### config.mk
export PLATFORM = sky130hd
export DESIGN_NAME = mem_write_controller_flat
export DESIGN_NICKNAME = d
export VERILOG_FILES = /design/src/rtl/mem_write_controller_if.sv /design/src/rtl/mem_write_controller.sv /design/src/flat_wrapper.sv
export SDC_FILE = /design/constraint.sdc
export NUM_CORES = 1
export LEC_CHECK = 0
export ABC_AREA = 1
export CORE_UTILIZATION = 30
export CTS_CLUSTER_DIAMETER = 120
export DETAILED_ROUTE_END_ITERATION = 6
export SLEW_MARGIN = 20
export SYNTH_ARGS = -nofsm -noshare
export SYNTH_HDL_FRONTEND = slang
export SYNTH_SLANG_ARGS = --single-unit
### constraint.sdc
create_clock -name clk -period 1.6 [get_ports clk]
set_clock_uncertainty 0.15 [all_clocks]
set_input_delay 0.24 -clock clk [delete_from_list [all_inputs] [get_ports clk]]
set_output_delay 0.24 -clock clk [all_outputs]
set_load 0.01 [all_outputs]
### src/rtl/mem_write_controller_if.sv
// Store-path bus between the memory stage and mem_write_controller: store request,
// lane-aligned memory write port, UART transmit handshake and pipeline control.
interface mem_write_controller_if #(
  parameter int WADDR_W = 14
);
  logic               st_valid;
  logic [31:0]        instruction;
  logic [31:0]        mem_addr;
  logic [31:0]        store_data;
  logic [31:0]        mem_wdata;
  logic [WADDR_W-1:0] mem_waddr;
  logic [3:0]         dmem_we;
  logic [3:0]         imem_we;
  logic [7:0]         uart_tx_data;
  logic               uart_tx_valid;
  logic               uart_tx_ready;
  logic               counter_rst;
  logic               stall;
  logic               misalign_err;

  modport master (
    output st_valid, instruction, mem_addr, store_data, uart_tx_ready,
    input  mem_wdata, mem_waddr, dmem_we, imem_we, uart_tx_data, uart_tx_valid,
           counter_rst, stall, misalign_err
  );

  modport slave (
    input  st_valid, instruction, mem_addr, store_data, uart_tx_ready,
    output mem_wdata, mem_waddr, dmem_we, imem_we, uart_tx_data, uart_tx_valid,
           counter_rst, stall, misalign_err
  );
endinterface

### src/rtl/mem_write_controller.sv
// Store decode, byte-lane alignment, DMEM/IMEM write enables and UART TX handshake.
// Optional macro STORE_MISALIGN_TRAP_EN: suppress misaligned SH/SW and pulse misalign_err.
module mem_write_controller #(
  parameter int WADDR_W = 14
) (
  input logic             clk,
  input logic             rst,
  mem_write_controller_if.slave bus
);
  localparam logic [6:0]  OPC_STORE    = 7'b0100011;
  localparam logic [31:0] UART_TX_ADDR = 32'h8000_0008;
  localparam logic [31:0] CNT_RST_ADDR = 32'h8000_0018;

  typedef enum logic {S_IDLE, S_PEND} tx_state_t;
  tx_state_t state, state_nxt;

  function automatic logic [3:0] lane_mask(input logic [2:0] f3, input logic [1:0] off);
    case (f3)
      3'b000:  lane_mask = 4'b0001 << off;
      3'b001:  lane_mask = 4'b0011 << off;
      default: lane_mask = 4'b1111;
    endcase
  endfunction

  function automatic logic [31:0] lane_data(input logic [2:0] f3, input logic [1:0] off,
                                            input logic [31:0] d);
    case (f3)
      3'b000:  lane_data = {4{d[7:0]}};
      3'b001:  lane_data = {16'h0000, d[15:0]} << {off, 3'b000};
      default: lane_data = d;
    endcase
  endfunction

  logic [2:0] funct3;
  logic [1:0] byte_off, eff_off;
  logic       stall_c, is_store, misaligned, do_store, trap;
  logic       hit_dmem, hit_imem, hit_uart, hit_cnt;
  logic       tx_load, tx_xfer;
  logic       unused_insn_bits;

  assign funct3     = bus.instruction[14:12];
  assign byte_off   = bus.mem_addr[1:0];
  assign stall_c    = (state == S_PEND) && !bus.uart_tx_ready;
  assign is_store   = bus.st_valid && !stall_c && (bus.instruction[6:0] == OPC_STORE) &&
                      (funct3 == 3'b000 || funct3 == 3'b001 || funct3 == 3'b010);
  assign misaligned = (funct3 == 3'b001 && byte_off == 2'b11) ||
                      (funct3 == 3'b010 && byte_off != 2'b00);
  assign eff_off    = misaligned ? 2'b00 : byte_off;

`ifdef STORE_MISALIGN_TRAP_EN
  assign do_store = is_store && !misaligned;
  assign trap     = is_store && misaligned;
`else
  assign do_store = is_store;
  assign trap     = 1'b0;
`endif

  // 4'b00X1 selects DMEM, 4'b001X selects IMEM; 4'b0011 hits both
  assign hit_dmem = (bus.mem_addr[31:30] == 2'b00) && bus.mem_addr[28];
  assign hit_imem = (bus.mem_addr[31:29] == 3'b001);
  assign hit_uart = (bus.mem_addr == UART_TX_ADDR);
  assign hit_cnt  = (bus.mem_addr == CNT_RST_ADDR);
  assign tx_xfer  = (state == S_PEND) && bus.uart_tx_ready;

  assign unused_insn_bits = ^{bus.instruction[31:15], bus.instruction[11:7]};

  always_comb begin
    state_nxt = state;
    tx_load   = 1'b0;
    case (state)
      S_IDLE: begin
        if (do_store && hit_uart) begin
          tx_load   = 1'b1;
          state_nxt = S_PEND;
        end
      end
      S_PEND: begin
        if (tx_xfer) begin
          if (do_store && hit_uart) tx_load   = 1'b1;
          else                      state_nxt = S_IDLE;
        end
      end
    endcase
  end

  always_ff @(posedge clk) begin
    if (rst) state <= S_IDLE;
    else     state <= state_nxt;
  end

  // p0 -> p1: decoded store registered onto the memory write port
  logic [31:0]        wdata_p1;
  logic [WADDR_W-1:0] waddr_p1;
  logic [3:0]         dmem_we_p1, imem_we_p1;
  logic [7:0]         tx_data_p1;
  logic               cnt_rst_p1, trap_p1;

  always_ff @(posedge clk) begin
    if (rst) begin
      wdata_p1   <= '0;
      waddr_p1   <= '0;
      dmem_we_p1 <= 4'b0000;
      imem_we_p1 <= 4'b0000;
      tx_data_p1 <= 8'h00;
      cnt_rst_p1 <= 1'b0;
      trap_p1    <= 1'b0;
    end else begin
      dmem_we_p1 <= (do_store && hit_dmem) ? lane_mask(funct3, eff_off) : 4'b0000;
      imem_we_p1 <= (do_store && hit_imem) ? lane_mask(funct3, eff_off) : 4'b0000;
      cnt_rst_p1 <= do_store && hit_cnt;
      trap_p1    <= trap;
      if (do_store) begin
        wdata_p1 <= lane_data(funct3, eff_off, bus.store_data);
        waddr_p1 <= bus.mem_addr[WADDR_W+1:2];
      end
      if (tx_load) tx_data_p1 <= bus.store_data[7:0];
    end
  end

  assign bus.mem_wdata     = wdata_p1;
  assign bus.mem_waddr     = waddr_p1;
  assign bus.dmem_we       = dmem_we_p1;
  assign bus.imem_we       = imem_we_p1;
  assign bus.uart_tx_data  = tx_data_p1;
  assign bus.uart_tx_valid = (state == S_PEND);
  assign bus.counter_rst   = cnt_rst_p1;
  assign bus.stall         = stall_c;
`ifdef STORE_MISALIGN_TRAP_EN
  assign bus.misalign_err  = trap_p1;
`else
  assign bus.misalign_err  = 1'b0;
`endif
endmodule

### src/flat_wrapper.sv
// flat-port wrapper written by rule: the top's interface ports become plain ports
module mem_write_controller_flat 
#(
  parameter int WADDR_W = 14
)
  (clk, rst, bus_st_valid, bus_instruction, bus_mem_addr, bus_store_data, bus_uart_tx_ready, bus_mem_wdata, bus_mem_waddr, bus_dmem_we, bus_imem_we, bus_uart_tx_data, bus_uart_tx_valid, bus_counter_rst, bus_stall, bus_misalign_err);
  mem_write_controller_if #(.WADDR_W(WADDR_W)) bus_i ();
  input logic clk;
  input logic rst;
  input wire logic [$bits(bus_i.st_valid)-1:0] bus_st_valid;
  input wire logic [$bits(bus_i.instruction)-1:0] bus_instruction;
  input wire logic [$bits(bus_i.mem_addr)-1:0] bus_mem_addr;
  input wire logic [$bits(bus_i.store_data)-1:0] bus_store_data;
  input wire logic [$bits(bus_i.uart_tx_ready)-1:0] bus_uart_tx_ready;
  output wire logic [$bits(bus_i.mem_wdata)-1:0] bus_mem_wdata;
  output wire logic [$bits(bus_i.mem_waddr)-1:0] bus_mem_waddr;
  output wire logic [$bits(bus_i.dmem_we)-1:0] bus_dmem_we;
  output wire logic [$bits(bus_i.imem_we)-1:0] bus_imem_we;
  output wire logic [$bits(bus_i.uart_tx_data)-1:0] bus_uart_tx_data;
  output wire logic [$bits(bus_i.uart_tx_valid)-1:0] bus_uart_tx_valid;
  output wire logic [$bits(bus_i.counter_rst)-1:0] bus_counter_rst;
  output wire logic [$bits(bus_i.stall)-1:0] bus_stall;
  output wire logic [$bits(bus_i.misalign_err)-1:0] bus_misalign_err;
  assign bus_i.st_valid = bus_st_valid;
  assign bus_i.instruction = bus_instruction;
  assign bus_i.mem_addr = bus_mem_addr;
  assign bus_i.store_data = bus_store_data;
  assign bus_i.uart_tx_ready = bus_uart_tx_ready;
  assign bus_mem_wdata = bus_i.mem_wdata;
  assign bus_mem_waddr = bus_i.mem_waddr;
  assign bus_dmem_we = bus_i.dmem_we;
  assign bus_imem_we = bus_i.imem_we;
  assign bus_uart_tx_data = bus_i.uart_tx_data;
  assign bus_uart_tx_valid = bus_i.uart_tx_valid;
  assign bus_counter_rst = bus_i.counter_rst;
  assign bus_stall = bus_i.stall;
  assign bus_misalign_err = bus_i.misalign_err;
  mem_write_controller #(.WADDR_W(WADDR_W)) u_core (.clk(clk), .rst(rst), .bus(bus_i));
endmodule
# Yosys cells after proc, flatten, opt, wreduce, memory -nomap -nowiden
# Cells that the tools add are included.
# Widths: inputs -> output; s select.
dict set report totals {
  register_bits 64
  out_inout_bits 66
  input_bits 100
  word_cells 50
}
dict set report op_classes {
  mux 8
  bitwise 3
  n_shift 3
  n_eq_ne 7
  n_reduce_logical 22
}
# op count
set ops {}
lappend ops {{$eq 32x32->1 const B} 2}
lappend ops {{$pmux 32 s2} 1}
lappend ops {{$shl 16x5->32} 1}
lappend ops {{$logic_and 1x1->1} 12}
lappend ops {{$pmux 4 s2} 1}
lappend ops {{$eq 7x6->1 const B} 1}
lappend ops {{$eq 3x1->1 const B} 2}
lappend ops {{$pmux 1 s2} 2}
lappend ops {{$reduce_or 2->1} 2}
lappend ops {{$shl 1x2->4 const A} 1}
lappend ops {{$shl 2x2->4 const A} 1}
lappend ops {{$eq 3x2->1 const B} 1}
lappend ops {{$logic_not 3->1} 1}
lappend ops {{$logic_or 1x1->1} 3}
lappend ops {{$mux 1} 3}
lappend ops {{$not 1->1} 3}
lappend ops {{$eq 2x2->1 const B} 1}
lappend ops {{$logic_not 1->1} 2}
lappend ops {{$logic_not 2->1} 1}
lappend ops {{$mux 2} 1}
lappend ops {{$reduce_bool 2->1} 1}

# Longest topological paths before layout
dict set report depth {
  depth_word 10
  ltp_mapped 9
  mapped_depth_nobuf 8
}

# Least setup slack after synthesis
# Ideal clock, no wire load.
dict set report synth_timing {
  path_type {register to register}
  start {register u_core.state (netlist: u_core.bus.uart_tx_valid)}
  end {register u_core.waddr_p1[10] (netlist: u_core.bus.mem_waddr[10])}
  n_path_buf 2
  setup_slack_ns 0.042
  path_stages_with_launch 10
  required_time_ns 1.334
  period_less_slack_ns 1.558
  setup_ns 0.116
  arrival_time_ns 1.293
  cell_sequence {dfxtp_1 > inv_1 > nor2_1 > inv_1 > nand2_1 > nor3_4 > buf_4 > buf_4 > nor2_1 > nor2_1}
}
dict set report synth_between {
  elab_chain_len 5
}
# item line
set synth_rtl {}
lappend synth_rtl {{start, declared} mem_write_controller.sv:15} ;# tx_state_t state, state_nxt;
lappend synth_rtl {{start signal, assigned} mem_write_controller.sv:88} ;# else state <= state_nxt;
lappend synth_rtl {{$logic_and 1x1->1} mem_write_controller.sv:43} ;# assign stall_c = (state == S_PEND) && !bus.uart_tx_ready;
lappend synth_rtl {{via bus_stall} flat_wrapper.sv:22} ;# output wire logic [$bits(bus_i.stall)-1:0] bus_stall;
lappend synth_rtl {{$logic_not 1->1} mem_write_controller.sv:44} ;# assign is_store = bus.st_valid && !stall_c && (bus.instruction[6:0] == OPC_STORE) &&
lappend synth_rtl {{$logic_and 1x1->1 (3 in series)} mem_write_controller.sv:44}
lappend synth_rtl {{end signal, assigned} mem_write_controller.sv:114} ;# waddr_p1 <= bus.mem_addr[WADDR_W+1:2];
lappend synth_rtl {{end, declared} mem_write_controller.sv:93} ;# logic [WADDR_W-1:0] waddr_p1;
# The timed path passes the listed nets, and every way through them passes these cells.
# A chain may end at the register's enable or synchronous reset.

# Worst setup path after layout
dict set report layout_timing {
  start {input port bus_uart_tx_ready}
  end {register u_core.wdata_p1[21] (netlist: u_core.bus.mem_wdata[21])}
}
dict set report layout_between {
  elab_chain_len 6
}
# item line
set layout_rtl {}
lappend layout_rtl {{start, declared} flat_wrapper.sv:14} ;# input wire logic [$bits(bus_i.uart_tx_ready)-1:0] bus_uart_tx_ready;
lappend layout_rtl {{$logic_not 1->1} mem_write_controller.sv:43}
lappend layout_rtl {{$logic_and 1x1->1} mem_write_controller.sv:43}
lappend layout_rtl {{$logic_not 1->1} mem_write_controller.sv:44}
lappend layout_rtl {{$logic_and 1x1->1 (3 in series)} mem_write_controller.sv:44}
lappend layout_rtl {{end signal, assigned} mem_write_controller.sv:113} ;# wdata_p1 <= lane_data(funct3, eff_off, bus.store_data);
lappend layout_rtl {{end, declared} mem_write_controller.sv:92} ;# logic [31:0] wdata_p1;
# No other way between the ends.

==> reports/qor.txt <==
Cell Rows -> 36
static leakage -> 2.73 nW
via count -> 3,823
post-synth cell types -> 26
DRC -> 0
CP max stage delay -> 0.48 ns
WP data required -> 1.69 ns
flops & latches, synth -> 64
die area -> 0.0108 mm2
Chip Width -> 104 um
CP Cell Sequence -> clkdlybuf4s50_1, nor2_2, inv_2, nand2_2, nor3_4, buf_6, buf_12, nand3_4, a21oi_2, nor2_1
yosys warns -> 0
Yosys top cell by area -> dfxtp_1
wire per inst -> 14.6 um
later-pin clock latency in the skew report -> 0.34 ns
ANT nets after route -> 0
layout net count -> 761
sequential fraction of the synthesis area -> 41.2%
initial antenna violation count -> 0
status -> finished with violations
Cells after DPL -> 773
hold path depth -> 6
net count after synthesis -> 573
core outline area -> 0.00991 mm2
Max Cap Viol -> 0
total power -> 0.00372 W
reg-to-reg slack, setup -> 0.02 ns
Area Growth Syn to Fin -> 79.4%
DR vias/cell -> 4.78
syn_area_per_cell -> 6.58 um2
sink of the worst hold path -> u_core.bus.counter_rst$_SDFF_PP0_
critical path peak fanout -> 6
post-synthesis cell count -> 473
Slowest-stage cell, CP -> clkdlybuf4s50_1
Final Setup Violations -> 6
IO Pins -> 166
Initial Utilization -> 31.4%
hold path start -> bus_mem_addr[0]
post-route insts no fill -> 799
Worst-path clk slew -> 0.08 ns
CTS root buf -> clkbuf_8
post-placement setup slack -> -0.419 ns
failing checks -> setup timing
top cells by area, synth -> dfxtp_1 (41%), nand2_1 (13%), nor2_1 (10%), nand3_1 (8.0%), a21oi_1 (7.4%)
r2r startpoint -> u_core.bus.uart_tx_valid$_SDFF_PP0_
ant diodes -> 0
Hold Vio Cnt, Final -> 0
Post-Syn Area -> 0.00311 mm2
GP Congestion -> 0.827
CP Data Arrival Time -> 1.70 ns
fraction of the cycle the final worst path needs -> 101%
largest net degree at the start of global routing -> 25
IO Port Bufs -> 142
drt first pass iters -> 5
f_max -> 621 MHz
PD cells -> 667 mW/mm2
RR Endpoint -> u_core.bus.mem_wdata[21]$_SDFFE_PP0P_
global route total overflow -> 0
setup ws final -> -0.00985 ns
vias in the first global route -> 3,603
layout cells sized above 1 -> 20.0%
unrepaired setup endpoints after global routing -> true
hold buffer count at cts -> 0
CTS Sinks -> 64
Chip Height -> 104 um
CTS Buf Count -> 9
CP endpoint kind -> flip-flop
hold crit path type -> input port to flip-flop
type of origin of the critical path -> input port
clock buffer depth -> 2
Global Route Usage Sum -> 20.7%
min cycle time layout -> 1.61 ns
initial drt markers -> 218
CTS tree -> yes
first-pass GRT wire length -> 17.8 mm
count of pins over their slew limit -> 0
Max H-tree Level -> 3
WL final -> 11.6 mm
post-synth top area share -> 41.2%
CP Class -> input port to flip-flop
HPWL after DPL -> 8.08 mm
fill cell count -> 963
peak supply drop -> 0.000372 V
cell depth of the worst flop-to-flop path -> 10
## what timing repair did
item,CTS,global route
setup buffers,1,4
setup endpoints to repair,85,67
gates resized for setup,64,74
pin swaps,5,25
gates cloned,2,3
## critical path, delay by kind of cell
kind	cells	cell delay (ns)
AO/OA/AOI/OAI	1	0.10
buffers and inverters	4	0.90
AND/OR/NAND/NOR	5	0.45
## cells in the mapped netlist
master / instances
clkbuf_1: 7
nand3_2: 3
nor2_2: 1
conb_1: 1
buf_1: 1
buf_4: 5
inv_1: 33
nand3_1: 50
a21oi_1: 46
o21ai_0: 43
nor2_4: 2
o211a_1: 1
nand4_1: 2
nor4_1: 1
o21ai_1: 2
buf_2: 9
o21bai_4: 1
nor3_4: 1
nand2_2: 2
dfxtp_1: 64
nor2_1: 84
nor3_1: 2
nand2_1: 106
inv_2: 4
o211ai_1: 1
clkinv_1: 1
## through the flow
stage | utilization [%] | hold WS (ns) | setup TNS (ns) | area (um2)
final | 56.3 | 0.284 | -0.0275 | 5580
after global routing | 56.3 | 0.328 | -2.15 | 5580
after CTS | 53.0 | 0.306 | -0.313 | 5250
after detailed placement | 50.6 | 0.297 | -22.68 | 5010
after global placement | 50.6 | 0.300 | -20.39 | 5010
after floorplan | - | 0.238 | 0 | 3110
## power breakdown
group          leakage, nW  internal (W)  switching [W]
clock                0.113      0.000880       0.000685
sequential           0.516       0.00159    0.000000950
combinational         2.10      0.000293       0.000270
## metal layers
metal  part of all wire [%]  GRT usage, %  up-vias
met1                     45          26.3     1710
li1                       -             -     1910
met2                     47          34.2      175
met5                      0             0        -
met3                    5.9          3.78       28
met4                    2.2          8.98        0
## cell usage in the layout (no fill, tap or decap), drive strengths merged, types with 6 or more instances in the layout
master / instances
buf: 55
o21ai: 45
nand3: 53
clkbuf: 11
a21oi: 46
dfxtp: 64
nand2: 108
inv: 37
clkinv: 6
clkdlybuf4s50: 70
nor2: 87
dlymetal6s2s: 12
dlygate4sd2: 60
## registers in the layout (all words and copies together) (netlist names)
register	count
u_core.bus.mem_wdata	32
u_core.bus.mem_waddr	14
u_core.bus.uart_tx_data	8
u_core.bus.dmem_we	4
u_core.bus.imem_we	4
u_core.bus.counter_rst	1
u_core.bus.uart_tx_valid	1
## cell type report
class | instances | area [um2] | share of cell area (%)
inverters | 38 | 145 | 2.60
flip-flops and latches | 64 | 1280 | 23.0
clock inverters | 7 | 96.3 | 1.73
multi-input cells | 349 | 1780 | 31.8
repair buffers | 199 | 1990 | 35.7
clock buffers | 9 | 124 | 2.22
well taps | 133 | 166 | 2.98
## logic make-up after synthesis
logic type	Yosys count	share of synthesized area [%]
flops	64	41.2
other cells	1	0.121
simple gates	254	34.7
buf+inv	60	8.20
compound gates	94	15.8
## how the worst max path moves through the flow
stage	startpoint	endpoint	slack, ns	depth (start not counted)
floorplan	u_core.bus.uart_tx_valid$_SDFF_PP0_	u_core.bus.mem_waddr[10]$_SDFFE_PP0P_	0.04	9
global placement	bus_instruction[2]	u_core.bus.mem_wdata[16]$_SDFFE_PP0P_	-0.37	8
detailed placement	bus_instruction[2]	u_core.bus.uart_tx_data[2]$_SDFFE_PP0P_	-0.42	8
CTS	bus_instruction[4]	u_core.bus.mem_wdata[6]$_SDFFE_PP0P_	-0.03	8
global route	bus_uart_tx_ready	u_core.bus.uart_tx_data[0]$_SDFFE_PP0P_	-0.09	10
finish	bus_uart_tx_ready	u_core.bus.mem_wdata[21]$_SDFFE_PP0P_	-0.01	10
Power figures use the tool's default switching activity.
